[src/rtl/alu_pkg.sv]
// rtl/alu_pkg.sv - shared opcode, flag-index and width definitions for the execute-stage ALU
//
// Contents:
//   ALU_WIDTH  default datapath width
//   alu_op_e   4-bit opcode encoding (OP_ADD .. OP_ROR)
//   FLAG_*     bit positions inside the registered compare word
package alu_pkg;

   localparam int ALU_WIDTH = 16;

   typedef enum logic [3:0] {
      OP_ADD   = 4'd0,
      OP_SUB   = 4'd1,
      OP_AND   = 4'd2,
      OP_OR    = 4'd3,
      OP_XOR   = 4'd4,
      OP_NOR   = 4'd5,
      OP_NOT   = 4'd6,
      OP_SLL   = 4'd7,
      OP_SRL   = 4'd8,
      OP_SRA   = 4'd9,
      OP_SLT   = 4'd10,
      OP_SLTU  = 4'd11,
      OP_MUL   = 4'd12,
      OP_PASSB = 4'd13,
      OP_ROL   = 4'd14,
      OP_ROR   = 4'd15
   } alu_op_e;

   localparam int FLAG_EQ    = 0;
   localparam int FLAG_LT    = 1;
   localparam int FLAG_LTU   = 2;
   localparam int FLAG_ZERO  = 3;
   localparam int FLAG_NEG   = 4;
   localparam int FLAG_CARRY = 5;
   localparam int FLAG_OVF   = 6;

endpackage

[src/rtl/alu_shifter.sv]
// rtl/alu_shifter.sv - combinational shift/rotate unit for the ALU
//
// Ports:
//   op  opcode; only OP_SLL/OP_SRL/OP_SRA/OP_ROL/OP_ROR are meaningful
//   a   operand to shift or rotate
//   sh  shift/rotate amount (operand B bits 3:0)
//   y   shifted/rotated value (a unchanged for any other opcode)
module alu_shifter
   import alu_pkg::*;
#(
   parameter int WIDTH = ALU_WIDTH
) (
   input  alu_op_e          op,
   input  logic [WIDTH-1:0] a,
   input  logic [3:0]       sh,
   output logic [WIDTH-1:0] y
);

   // Rotation is taken modulo WIDTH so narrow builds (WIDTH < 16) still
   // rotate rather than clear. A right shift by WIDTH yields zero, which
   // makes rot == 0 return a unchanged without a special case.
   int unsigned rot;

   always_comb begin
      rot = 32'(sh) % WIDTH;
      y   = a;
      case (op)
         OP_SLL:  y = a << sh;
         OP_SRL:  y = a >> sh;
         OP_SRA:  y = $signed(a) >>> sh;
         OP_ROL:  y = (a << rot) | (a >> (WIDTH - rot));
         OP_ROR:  y = (a >> rot) | (a << (WIDTH - rot));
         default: y = a;
      endcase
   end

endmodule

[src/rtl/alu.sv]
// rtl/alu.sv - registered 16-bit execute-stage ALU with result and compare/flag outputs
//
// Build option: define ALU_MUL_EN to include the single-cycle multiplier for
// OP_MUL; without it OP_MUL returns zero and no multiplier is built.
//
// Ports:
//   clk        system clock, rising edge
//   reset      synchronous active-high reset, clears result and compare
//   operation  opcode (alu_pkg::alu_op_e encoding)
//   readData1  operand A
//   readData2  operand B
//   result     registered function result, one cycle after the inputs
//   compare    registered flag word: EQ, LT, LTU, ZERO, NEG, CARRY, OVF in bits 0..6
module alu
   import alu_pkg::*;
#(
   parameter int WIDTH = ALU_WIDTH
) (
   input  logic             clk,
   input  logic             reset,
   input  logic [3:0]       operation,
   input  logic [WIDTH-1:0] readData1,
   input  logic [WIDTH-1:0] readData2,
   output logic [WIDTH-1:0] result,
   output logic [WIDTH-1:0] compare
);

   alu_op_e          op;
   logic [WIDTH-1:0] a;
   logic [WIDTH-1:0] b;
   logic [WIDTH:0]   sum_ext;
   logic [WIDTH:0]   diff_ext;
   logic [WIDTH-1:0] shift_y;
   logic             lt_s;
   logic             lt_u;
   logic             carry;
   logic             ovf;
   logic [WIDTH-1:0] next_result;
   logic [WIDTH-1:0] next_compare;

   assign op = alu_op_e'(operation);
   assign a  = readData1;
   assign b  = readData2;

   // One extra bit on each side: sum_ext[WIDTH] is the add carry-out,
   // diff_ext[WIDTH] is set when the subtraction borrows.
   assign sum_ext  = {1'b0, a} + {1'b0, b};
   assign diff_ext = {1'b0, a} - {1'b0, b};

   assign lt_s = $signed(a) < $signed(b);
   assign lt_u = a < b;

   alu_shifter #(.WIDTH(WIDTH)) u_shifter (
      .op (op),
      .a  (a),
      .sh (b[3:0]),
      .y  (shift_y)
   );

   always_comb begin
      next_result = '0;
      carry       = 1'b0;
      ovf         = 1'b0;
      case (op)
         OP_ADD: begin
            next_result = sum_ext[WIDTH-1:0];
            carry       = sum_ext[WIDTH];
            ovf         = (a[WIDTH-1] == b[WIDTH-1]) && (sum_ext[WIDTH-1] != a[WIDTH-1]);
         end
         OP_SUB: begin
            next_result = diff_ext[WIDTH-1:0];
            carry       = ~diff_ext[WIDTH];
            ovf         = (a[WIDTH-1] != b[WIDTH-1]) && (diff_ext[WIDTH-1] != a[WIDTH-1]);
         end
         OP_AND:   next_result = a & b;
         OP_OR:    next_result = a | b;
         OP_XOR:   next_result = a ^ b;
         OP_NOR:   next_result = ~(a | b);
         OP_NOT:   next_result = ~a;
         OP_SLL, OP_SRL, OP_SRA, OP_ROL, OP_ROR:
                   next_result = shift_y;
         OP_SLT:   next_result = {{(WIDTH-1){1'b0}}, lt_s};
         OP_SLTU:  next_result = {{(WIDTH-1){1'b0}}, lt_u};
`ifdef ALU_MUL_EN
         OP_MUL:   next_result = a * b;
`else
         OP_MUL:   next_result = '0;
`endif
         OP_PASSB: next_result = b;
         default:  next_result = '0;
      endcase

      // EQ/LT/LTU depend only on the operands; the rest track next_result.
      next_compare             = '0;
      next_compare[FLAG_EQ]    = (a == b);
      next_compare[FLAG_LT]    = lt_s;
      next_compare[FLAG_LTU]   = lt_u;
      next_compare[FLAG_ZERO]  = (next_result == '0);
      next_compare[FLAG_NEG]   = next_result[WIDTH-1];
      next_compare[FLAG_CARRY] = carry;
      next_compare[FLAG_OVF]   = ovf;
   end

   always_ff @(posedge clk) begin
      if (reset) begin
         result  <= '0;
         compare <= '0;
      end else begin
         result  <= next_result;
         compare <= next_compare;
      end
   end

endmodule

[config.mk]
export PLATFORM = sky130hd
export DESIGN_NAME = alu
export DESIGN_NICKNAME = d
export VERILOG_FILES = /design/src/rtl/alu_pkg.sv /design/src/rtl/alu_shifter.sv /design/src/rtl/alu.sv
export SDC_FILE = /design/constraint.sdc
export NUM_CORES = 1
export LEC_CHECK = 0
export CORE_MARGIN = 2
export CORE_UTILIZATION = 50
export DETAILED_ROUTE_END_ITERATION = 7
export PLACE_DENSITY = 0.71
export SKIP_LAST_GASP = 1
export SLEW_MARGIN = 0
export SYNTH_ARGS = -nofsm -noshare
export SYNTH_HDL_FRONTEND = slang
export SYNTH_HIERARCHICAL = 1
export SYNTH_SLANG_ARGS = --single-unit
[constraint.sdc]
create_clock -name clk -period 7.15 [get_ports clk]
set_input_delay 1.43 -clock clk [delete_from_list [all_inputs] [get_ports clk]]
set_output_delay 1.43 -clock clk [all_outputs]
set_load 0.05 [all_outputs]
==> run metrics <==
H-tree levels=1; Least-Margin Pin Slew=1.11 ns; antenna violations before repair=0; status=completed; GRT Resource Usage Total=37.2%; number of max-cap violations=0; dpl hpwl=23700 um; antenna cells=0; die area=16900 sq um; Synth Register Bits=22; Post-DP Area=8450 sq um; Peak VDD IR=0.0000770 V; critical path arrival=5.89 ns; Final Hold Viols=0; initial drt markers=1462; CP max-delay cell=clkdlybuf4s50_1; Final Max Slew Viols=0; drt via density=7.24; die height=130 um; area occupied by multi-input gates=6730 sq um; routability congestion estimate=1.07; Mapped Cells=1075; EDFF count, synth=0; number of remaining DRC errors=0; HP Start=operation[2]; crit end category=flop; Final setup viols=0; setup TNS=0 ns; CP max FO=9; crit path launch=readData1[4]; Initial Utilization=50.6%; final period utilization=80.0%; DP Cell Count=1282; Worst Setup Start Kind=input pin; via count=9304; crit path time final=5.72 ns; Avg Cell Area, Syn=7.40 sq um; layout cell share with drive strength beyond 1=10.8%; global-route wire length before repair=48600 um; area grow syn2layout=7.09%; final WL=32300 um; Post-CTS Setup Repair Bufs=0; register area share after synthesis=5.54%; largest net degree at the start of global routing=52; DR WL/cell=25.1 um; # hold bufs at CTS=0; Inserted Clock Buffers=3; WP buf/inv=1; Post-DRT Antenna Nets=0; Nets=1160; metal3 WL=4670 um; Unique masters post-synth=96; met1 wire length=13200 um; Register Area=440 sq um; vias in the first global route=8134; Port Buffers=60; Main synth FF type=dfxtp_1; CTS Root Buffer Type=clkbuf_16; max_slew headroom=25.6%; cell area after layout=8520 sq um; row count=46; CP max stage delay=0.71 ns; Lkg Pwr=3.35 nW; Overflow after GRT=0; Mapped Area=7960 sq um; top sig layer=met4; Hold WC Path Type=input pin to flop; Clock Path Buffers=2; Syn. warnings=6; core area=15700 sq um; Post-synth ARST share=0%; Post-CTS Resized=0; RSZ-0062 raised after global routing=false; Finished Layout Cells=1285; Filler Cell Count=1545; DR pass1 iterations=6; CTS tree=yes; crit path cell chain=clkdlybuf4s50_1 -> mux2_2 -> mux2_2 -> mux2i_1 -> o221ai_1 -> nor4_1 -> a21oi_1 -> and2_1 -> o21ai_1 -> a31oi_1 -> a2111oi_0 -> o31ai_1 -> nor4_2 -> nand4_1 -> nor4_2; Data required, critical path=7.32 ns; WS Path Type=input pin to flop; number of I/O pins=70; clk sink count=22; Largest delay share family, worst path=simple AND/OR/NAND/NOR gates; achievable frequency=175 MHz; PD cells=113 nW/um^2; Worst-path clk slew=0.06 ns; WL met2=13300 um; Die Width=130 um
[through the flow]
| stage | utilization, % | setup WS [ns] | power, W | hold WS, ns |
|---|---|---|---|---|
| 5_1_grt | 54.2 | 1.31 | 0.00101 | 2.08 |
| 2_1_floorplan | - | 1.74 | 0.000636 | 1.70 |
| 6_report | 54.2 | 1.43 | 0.000965 | 2.02 |
| 3_5_place_dp | 53.8 | 1.42 | 0.000823 | 2.28 |
| 3_3_place_gp | 53.8 | 1.41 | 0.000822 | 2.27 |
| 4_1_cts | 54.2 | 1.66 | 0.000940 | 2.02 |
[final timing paths]
path | endpoint | slack [ns] | cells after the start
worst max-delay path | compare[3] | 1.43 | 15
worst min-delay path | result[2] | 2.02 | 5
[synthesized netlist by cell type (all sizes together) (8+ instances only)]
master,n,area [sq um]
a2111oi,10,100
a211oi,17,128
a21o,11,82.6
a21oi,61,317
a221oi,25,225
a22oi,10,75.1
a31oi,13,81.3
and2,11,68.8
and3,10,62.6
buf,70,470
clkbuf,37,139
dfxtp,22,440
ha,49,613
inv,55,206
mux2,12,135
mux2i,63,634
mux4,36,811
nand2,78,293
nand2b,20,125
nand3,19,95.1
nand3b,12,90.1
nand4,8,50.1
nor2,125,469
nor2b,17,106
nor3,32,176
nor4,14,106
o211ai,20,150
o21a,10,75.1
o21ai,56,280
o22ai,11,68.8
[per-layer routing]
metal | track usage (%) | vias to the layer above
li1 | - | 4052
met2 | 52.6 | 751
met5 | 0 | -
met3 | 11.3 | 89
met1 | 54.2 | 4412
met4 | 10.7 | 0
[area by class of cell]
cell class,count,share of cell area (%)
well taps,216,3.17
flip-flops and latches,22,5.17
clock buffers,3,0.881
multi-input cells,898,78.9
repair buffers,90,9.37
inverters,56,2.47
[power breakdown]
| part | switching, W | internal [W] |
|---|---|---|
| registers | 0.00000302 | 0.000134 |
| clock network | 0.0000411 | 0.0000738 |
| logic | 0.000456 | 0.000256 |
| total | 0.000500 | 0.000464 |
[state kept, by name, indices dropped and copies added, names as in the netlist]
signal and flops:
compare 7, result 15
[tightest hold or removal path: stages]
cell     delay (ns)
buf_2          0.28
nand2_1        0.13
o311a_1        0.13
o21ai_0        0.09
nor3b_1        0.15
[logic make-up (layout without fill, tap and decap cells)]
group           after synthesis  in the layout  synth area share [%]
flops                        22             22                  5.54
simple gates                391            391                  25.3
fa+ha+maj                    51             51                  8.21
buf+inv                     163            149                  10.3
compound gates              329            329                  29.8
other cells                   1              9                0.0471
xor+xnor                      7              7                  1.01
mux                         111            111                  19.9
[placed cells by master, fill, tap and decap left out, types with 8 or more instances in the layout]
cell type and instances:
a2111oi_0 8, a211oi_1 17, a21o_1 11, a21oi_1 60
a221oi_1 24, a22oi_1 10, a31oi_1 13, and2_1 10
and3_1 10, buf_4 31, clkdlybuf4s50_1 54, conb_1 9
dfxtp_1 22, ha_1 49, inv_1 53, mux2_2 12
mux2i_1 62, mux4_2 36, nand2_1 78, nand2b_1 20
nand3_1 19, nand3b_1 12, nand4_1 8, nor2_1 125
nor2b_1 17, nor3_1 30, nor4_1 11, o211ai_1 20
o21a_1 10, o21ai_0 52, o22ai_1 11
Note: power is estimated with default switching activity, not from simulation.
